--- config.mk ---
export PLATFORM = sky130hd
export DESIGN_NAME = pipe_stage_reg
export DESIGN_NICKNAME = d
export VERILOG_FILES = /design/src/rtl/pipe_pkg.sv /design/src/rtl/pipe_slot.sv /design/src/rtl/pipe_stage_reg.sv
export SDC_FILE = /design/constraint.sdc
export NUM_CORES = 1
export LEC_CHECK = 0
export CAP_MARGIN = 15
export CORE_MARGIN = 1.5
export CORE_UTILIZATION = 35
export DETAILED_ROUTE_END_ITERATION = 16
export SETUP_SLACK_MARGIN = 0.1
export SYNTH_ARGS = -nofsm -noshare
export SYNTH_HDL_FRONTEND = slang
export SYNTH_SLANG_ARGS = --single-unit
export TNS_END_PERCENT = 50
--- constraint.sdc ---
create_clock -name clk -period 2.15 [get_ports clk]
set_input_delay 0.43 -clock clk [delete_from_list [all_inputs] [get_ports clk]]
set_output_delay 0.43 -clock clk [all_outputs]
set_load 0.02 [all_outputs]
--- src/rtl/pipe_pkg.sv ---
// Shared types and constants for the two-entry pipeline stage register.
// Included by pipe_slot and pipe_stage_reg.
package pipe_pkg;

  localparam int DEFAULT_ADDR_W  = 32;
  localparam int DEFAULT_INSTR_W = 32;

  // Index of each storage slot in the slot arrays of the top level
  localparam int SLOT_MAIN = 0;
  localparam int SLOT_SKID = 1;
  localparam int NUM_SLOTS = 2;

  localparam int CNT_W = 16;

  typedef enum logic [1:0] {
    EMPTY = 2'd0,
    ONE   = 2'd1,
    TWO   = 2'd2
  } state_t;

  typedef struct packed {
    logic [DEFAULT_ADDR_W-1:0]  pc;
    logic [DEFAULT_INSTR_W-1:0] instr;
  } entry_t;

endpackage

--- src/rtl/pipe_slot.sv ---
// One {pc, instr} entry register: loadable, synchronously clearable,
// asynchronously reset to zero. Clear wins over load.
module pipe_slot
  import pipe_pkg::*;
#(
  parameter int WIDTH = DEFAULT_ADDR_W + DEFAULT_INSTR_W
) (
  input  logic             clk,
  input  logic             rst_n,
  input  logic             load,
  input  logic             clear,
  input  logic [WIDTH-1:0] d,
  output logic [WIDTH-1:0] q
);

  logic [WIDTH-1:0] data_reg;

  always_ff @(posedge clk or negedge rst_n) begin
    if (!rst_n) begin
      data_reg <= '0;
    end else if (clear) begin
      data_reg <= '0;
    end else if (load) begin
      data_reg <= d;
    end
  end

  assign q = data_reg;

endmodule

--- src/rtl/pipe_stage_reg.sv ---
// Two-entry (main + skid) pipeline stage with freeze/flush control.
// Define PIPE_STAGE_PERF_EN to add the stall_cnt/flush_cnt counters.
module pipe_stage_reg
  import pipe_pkg::*;
#(
  parameter int ADDR_W  = DEFAULT_ADDR_W,
  parameter int INSTR_W = DEFAULT_INSTR_W
) (
  input  logic               clk,
  input  logic               rst_n,
  input  logic               in_valid,
  output logic               in_ready,
  input  logic [ADDR_W-1:0]  in_pc,
  input  logic [INSTR_W-1:0] in_instr,
  output logic               out_valid,
  input  logic               out_ready,
  output logic [ADDR_W-1:0]  out_pc,
  output logic [INSTR_W-1:0] out_instr,
  input  logic               freeze,
  input  logic               flush
`ifdef PIPE_STAGE_PERF_EN
  ,
  output logic [CNT_W-1:0]   stall_cnt,
  output logic [CNT_W-1:0]   flush_cnt
`endif
);

  localparam int ENTRY_W = ADDR_W + INSTR_W;

  state_t state_reg;
  state_t state_next;

  logic [ENTRY_W-1:0] in_entry;
  logic [ENTRY_W-1:0] slot_d    [NUM_SLOTS];
  logic [ENTRY_W-1:0] slot_q    [NUM_SLOTS];
  logic               slot_load [NUM_SLOTS];
  logic               main_from_skid;
  logic               accept;
  logic               pop;

  assign in_entry = {in_pc, in_instr};

  // ---------------------------------------------------------------
  // State register
  // ---------------------------------------------------------------
  always_ff @(posedge clk or negedge rst_n) begin
    if (!rst_n) begin
      state_reg <= EMPTY;
    end else begin
      state_reg <= state_next;
    end
  end

  // ---------------------------------------------------------------
  // Next-state and slot-load decode
  // ---------------------------------------------------------------
  always_comb begin
    state_next              = state_reg;
    slot_load[SLOT_MAIN]    = 1'b0;
    slot_load[SLOT_SKID]    = 1'b0;
    main_from_skid          = 1'b0;

    // freeze already masks accept and pop, so it needs no term here
    case (state_reg)
      EMPTY: begin
        if (accept) begin
          state_next           = ONE;
          slot_load[SLOT_MAIN] = 1'b1;
        end
      end
      ONE: begin
        if (accept && pop) begin
          state_next           = ONE;
          slot_load[SLOT_MAIN] = 1'b1;
        end else if (accept) begin
          state_next           = TWO;
          slot_load[SLOT_SKID] = 1'b1;
        end else if (pop) begin
          state_next           = EMPTY;
        end
      end
      TWO: begin
        if (pop) begin
          state_next           = ONE;
          slot_load[SLOT_MAIN] = 1'b1;
          main_from_skid       = 1'b1;
        end
      end
      default: begin
        state_next = EMPTY;
      end
    endcase

    if (flush) begin
      state_next = EMPTY;
    end
  end

  // ---------------------------------------------------------------
  // Outputs: decoded from registered state and freeze only
  // ---------------------------------------------------------------
  always_comb begin
    in_ready  = (state_reg != TWO) && !freeze;
    out_valid = (state_reg != EMPTY) && !freeze;
  end

  assign accept = in_valid && in_ready;
  assign pop    = out_valid && out_ready;

  assign slot_d[SLOT_MAIN] = main_from_skid ? slot_q[SLOT_SKID] : in_entry;
  assign slot_d[SLOT_SKID] = in_entry;

  // ---------------------------------------------------------------
  // Storage slots
  // ---------------------------------------------------------------
  generate
    for (genvar gi = 0; gi < NUM_SLOTS; gi++) begin : g_slot
      pipe_slot #(
        .WIDTH (ENTRY_W)
      ) u_slot (
        .clk   (clk),
        .rst_n (rst_n),
        .load  (slot_load[gi]),
        .clear (flush),
        .d     (slot_d[gi]),
        .q     (slot_q[gi])
      );
    end
  endgenerate

  assign out_pc    = slot_q[SLOT_MAIN][ENTRY_W-1 -: ADDR_W];
  assign out_instr = slot_q[SLOT_MAIN][INSTR_W-1:0];

`ifdef PIPE_STAGE_PERF_EN
  // ---------------------------------------------------------------
  // Saturating performance counters
  // ---------------------------------------------------------------
  logic [CNT_W-1:0] stall_cnt_reg;
  logic [CNT_W-1:0] flush_cnt_reg;
  logic             stall_event;

  assign stall_event = freeze && (state_reg != EMPTY);

  always_ff @(posedge clk or negedge rst_n) begin
    if (!rst_n) begin
      stall_cnt_reg <= '0;
      flush_cnt_reg <= '0;
    end else begin
      if (stall_event && (stall_cnt_reg != '1)) begin
        stall_cnt_reg <= stall_cnt_reg + 1'b1;
      end
      if (flush && (flush_cnt_reg != '1)) begin
        flush_cnt_reg <= flush_cnt_reg + 1'b1;
      end
    end
  end

  assign stall_cnt = stall_cnt_reg;
  assign flush_cnt = flush_cnt_reg;
`endif

endmodule
**Word-level counts from Yosys, hierarchy flattened**

Index checks and enable logic that the tools add are counted.

- Register bits: 130
- Bits in latches: 0
- Memory bits (writable): 0
- ROM bits: 0
- Input port bits: 70
- Logic and storage cells: 39
- Memories: 0

- $add $sub $neg: 0
- Multipliers: 0
- Div/mod/pow operators: 0
- Order comparisons: 0
- Eq/ne operators: 6
- Shift operators: 0
- Mux-type cells: 19
- Bitwise logic cells: 0
- Reduce and logical (&&, ||, !) cells: 11

Operators by type and width:

| kind | count |
|---|---|
| $mux 64 | 5 |
| $mux 2 | 6 |
| $mux 1 | 6 |
| $ne 3x3->1 const B | 2 |
| $pmux 2 s3 | 1 |
| $reduce_bool 2->1 | 3 |
| $logic_and 1x1->1 | 5 |
| $ne 5x5->1 const B | 1 |
| $pmux 1 s3 | 1 |
| $reduce_and 3->1 | 1 |
| $eq 2x1->1 const B | 1 |
| $eq 2x2->1 const B | 1 |
| $logic_not 2->1 | 1 |
| $ne 2x2->1 const B | 1 |
| $logic_not 1->1 | 1 |

**Longest topological paths before layout**

- Word-level depth: 8
- Mapped depth: 7
- Depth with buffers taken out: 3

**By module**

From an unflattened synthesis, not the netlist that was laid out.

- Cells, all modules: 504
- Area, all modules: 6188.4 µm²

Modules (own cells, without submodules):

| module | instances | cells each | area an instance (µm²) | seq. area each (µm²) |
|---|---|---|---|---|
| pipe_slot | 2 | 206 | 2611.3 | 1601.5 |
| pipe_stage_reg | 1 | 92 | 965.9 | 50.0 |

**Worst setup path before layout**

Ideal clock, no wire load.

- Kind: in2reg
- From: input port freeze
- To: register g_slot[0].u_slot.data_reg[9]
- Setup time: 99 ps
- Arrival: 1573 ps
- Data required time: 2051 ps
- Path slack: 477 ps
- Stages on the path: 7
- Path buffers: 4
- Cell sequence: buf_2 -> and4bb_1 -> buf_2 -> buf_6 -> buf_2 -> a311oi_1 -> a311oi_1

- Longest elaborated chain between the ends: 8

RTL lines:

| what | RTL line | source |
|---|---|---|
| start: declaration | pipe_stage_reg.sv:19 | `input logic freeze,` |
| $logic_not 1->1 (*) | pipe_stage_reg.sv:103, pipe_stage_reg.sv:104 |  |
| $logic_and 1x1->1 | pipe_stage_reg.sv:104 | `out_valid = (state_reg != EMPTY) && !freeze;` |
| $logic_and 1x1->1 | pipe_stage_reg.sv:108 | `assign pop = out_valid && out_ready;` |
| $mux 1 | pipe_stage_reg.sv:83 | `if (pop) begin` |
| $mux 1 | pipe_stage_reg.sv:64 | `case (state_reg)` |
| $mux 64 | pipe_stage_reg.sv:110 | `assign slot_d[SLOT_MAIN] = main_from_skid ? slot_q[SLOT_SKID] : in_entry;` |
| $mux 64 | pipe_slot.sv:23 | `end else if (load) begin` |
| $mux 64 | pipe_slot.sv:21 | `end else if (clear) begin` |
| end signal: assignment | pipe_slot.sv:20 | `data_reg <= '0;` |
| end signal: assignment | pipe_slot.sv:22 | `data_reg <= '0;` |
| end signal: assignment | pipe_slot.sv:24 | `data_reg <= d;` |
| end: declaration | pipe_slot.sv:16 | `logic [WIDTH-1:0] data_reg;` |

Mark *: on every way between the ends. The rest lies on a longest branch, timed or not. The select of a mux whose other input is x is not followed.
A chain may end at the register's enable or synchronous reset.

**Worst setup path after layout**

- From: register state_reg[1]
- To: output port in_ready

- Longest elaborated chain between the ends: 2

RTL lines:

| what | RTL line | source |
|---|---|---|
| start: declaration | pipe_stage_reg.sv:30 | `state_t state_reg;` |
| start signal: assignment | pipe_stage_reg.sv:50 | `state_reg <= state_next;` |
| $ne 2x2->1 | pipe_stage_reg.sv:103 | `in_ready = (state_reg != TWO) && !freeze;` |
| $logic_and 1x1->1 | pipe_stage_reg.sv:103 |  |
| end: declaration | pipe_stage_reg.sv:12 | `output logic in_ready,` |

Every way passes these cells.

==> impl_metrics.toml <==
[run_status]
status = "completed"

[floorplanning]
io_pins = 136
rows = 47
die_height_um = 135
die_w_um = 135
dieArea_sq_um = 18100
core-area_sq_um = 16800
initial_core_util_pct = 36.2

[worst_setup_path]
critPathArrivalTime_ps = 1490
r2r_end = "g_slot[0].u_slot.q[62]$_DFFE_PN0P_"
rr_worst_depth = 4
timing.rr.start = "state_reg[0]$_DFFE_PN0P_"
crit_type = "flop to output pin"
crit_path_end_kind = "output pin"
cp_max_fo = 7
reg2reg_setup_slack_ps = 450
start_kind = "flop"
crit_start = "state_reg[1]$_DFFE_PN0P_"
required_ps = 1720

[global_route]
antenna_found_initial = 0
grt_overflow = 0
grt_pass1_wl_mm = 29.2
grt_pass1_vias = 5162
grt.total_usage_pct = 20.5
grt_max_degree = 68

[sta]
post-route-min-period_ps = 1920
rsz0062_at_grt = "no"
drv_slew = 0
period_share_pct = 89.1
max_freq_mhz = 522
hold_violations = 0
relSlewSlack_pct = 45.8
finClkSkew_ps = 7.47
setup_viol = 0
worst_slew_pin_slew_ps = 813

[synthesis]
ys_seq_area_share_pct = 53.6
synth_area_sq_um = 6070
synth_edf_count = 0
yosysMostFrequentCell = "dfrtp_1"
synth.top_cell.area_share_pct = 53.6
ys_ff_latch = 130
netlist_instances = 481
yosys-top-cells-count = "130 x dfrtp_1, 128 x a311oi_1, 65 x a22o_1, 64 x mux2i_1, 45 x clkbuf_1"
synth_nets = 551
synth.largest_area_cell = "dfrtp_1"
ys_types = 22
synth_flop_cell = "dfrtp_1"
yosys-top-cells-area = "dfrtp_1 54%, a311oi_1 18%, mux2i_1 11%"
yosys_warnings = 0
avgSynthCellArea_sq_um = 12.6
postSynth.asyncResetShare_pct = 100

[clock_network]
cts_sinks = 130
tritoncts = "yes"
htreeDepth = 4
clock_path_buffers = 2
postCtsSetupBuffers = 0
root_buffer = "clkbuf_16"
path_clk_slew_ps = 50
clk_latency_ps = 420
numCtsBuffers = 17

[power_and_ir_drop]
power_density_nw_per_um2 = 737
power_w = 0.00611
p_leak_nw = 3.25
peakVddDrop_uv = 556

[drt]
firstDrtPassIters = 5
post_drt_wl_per_cell_um = 21.8
via_count = 5023
dr.first_iter.drc_count = 321
post-route-drc-count = 0
ant_nets = 0
via_per_inst = 6.10
wl_mm = 17.9

[layout]
num-nets-final = 662
design_area_sq_um = 8290
area_delta_synth_final_pct = 36.5
antenna_cells = 0
drive_above_1_share_pct = 10.8
largest_reg_flops = 128

[hold_path]
min_path_type = "input pin to flop"
worst_hold_path.endpoint = "state_reg[0]$_DFFE_PN0P_"
hold_depth = 2
min_from = "flush"

[flow_run]
cap_violations = 0

[placed_design]
post-dp-hpwl_mm = 10.6
portBuffers = 135
gp_congestion = 0.768
postPlaceCellArea_sq_um = 7770
logic make-up (layout without fill, tap and decap cells):
logic type             count (synthesis)  in the layout  share of synthesized area (%)
AOI/OAI and AO/OA                    199            199                           28.6
and+or+nand+nor                       14             14                           1.40
muxes                                 64             64                           10.6
buffers and inverters                 74            197                           5.85
DFF                                  130            130                           53.6
layout by cell type, fill, tap and decap left out, types with 2 or more instances in the layout:
| cell | netlist | routed |
|---|---|---|
| a22o_1 | 65 | 64 |
| clkdlybuf4s50_1 | 0 | 130 |
| mux2i_1 | 64 | 64 |
| buf_12 | 0 | 15 |
| nor2b_1 | 4 | 4 |
| buf_2 | 17 | 2 |
| dlygate4sd2_1 | 0 | 2 |
| clkbuf_8 | 0 | 2 |
| nor2_1 | 4 | 3 |
| buf_4 | 1 | 13 |
| nand2b_1 | 3 | 2 |
| dfrtp_1 | 130 | 128 |
| clkbuf_16 | 0 | 17 |
| clkbuf_1 | 45 | 6 |
| clkinv_2 | 0 | 5 |
| a311oi_1 | 128 | 128 |
| dfrtp_2 | 0 | 2 |
what timing repair did:
item                                    4_1_cts  5_1_grt
resized for setup                             4        0
endpoints found under the setup margin        2        0
hold buffers                                  1        0
endpoints found under the hold margin        52        0
worst max-delay path: stages, from the launching register on:
cell,delay (ps)
dfrtp_2,450
nor2b_1,250
nor2_1,60
dlygate4sd2_1,320
how the worst max path moves through the flow:
| stage | endpoint | cells past startpoint |
|---|---|---|
| floorplan | g_slot[0].u_slot.q[9]$_DFFE_PN0P_ | 7 |
| global placement | g_slot[0].u_slot.q[52]$_DFFE_PN0P_ | 5 |
| detailed placement | g_slot[0].u_slot.q[58]$_DFFE_PN0P_ | 5 |
| CTS | in_ready | 3 |
| global route | in_ready | 3 |
| finish | in_ready | 3 |
power by group:
part | leakage (nW) | internal (W) | switching, W | total, W
clock network | 0.251 | 0.00151 | 0.00101 | 0.00253
registers | 1.77 | 0.00255 | 0.0000700 | 0.00262
logic | 1.23 | 0.000443 | 0.000517 | 0.000959
per-layer routing:
layer | GRT usage, % | wire length, um
met5 | 0 | 0
met4 | 6.81 | 231
met3 | 5.14 | 1230
met2 | 30.7 | 8130
met1 | 29.2 | 8340
final cells by class:
cell class | instances | area [sq um]
Clock buffer | 25 | 475
Clock inverter | 6 | 32.5
Fill cell | 1480 | 8470
Inverter | 2 | 7.51
Multi-Input combinational cell | 277 | 2490
Sequential cell | 130 | 3260
Tap cell | 220 | 275
Timing Repair Buffer | 164 | 1750
metrics by stage:
step / hold slack, ps / setup slack (ps) / TNS, ps / utilization (%) / cells
finish: 333 / 234 / 0 / 49.4 / 824
global route: 317 / 145 / 0 / 49.4 / 824
CTS: 312 / 219 / 0 / 49.4 / 824
detailed placement: 428 / -57.5 / -419 / 46.4 / 792
global placement: 426 / -16.3 / -27.9 / 46.4 / 792
floorplan: 134 / 477 / 0 / - / 481
No activity file was read; power rests on OpenSTA's default activity.
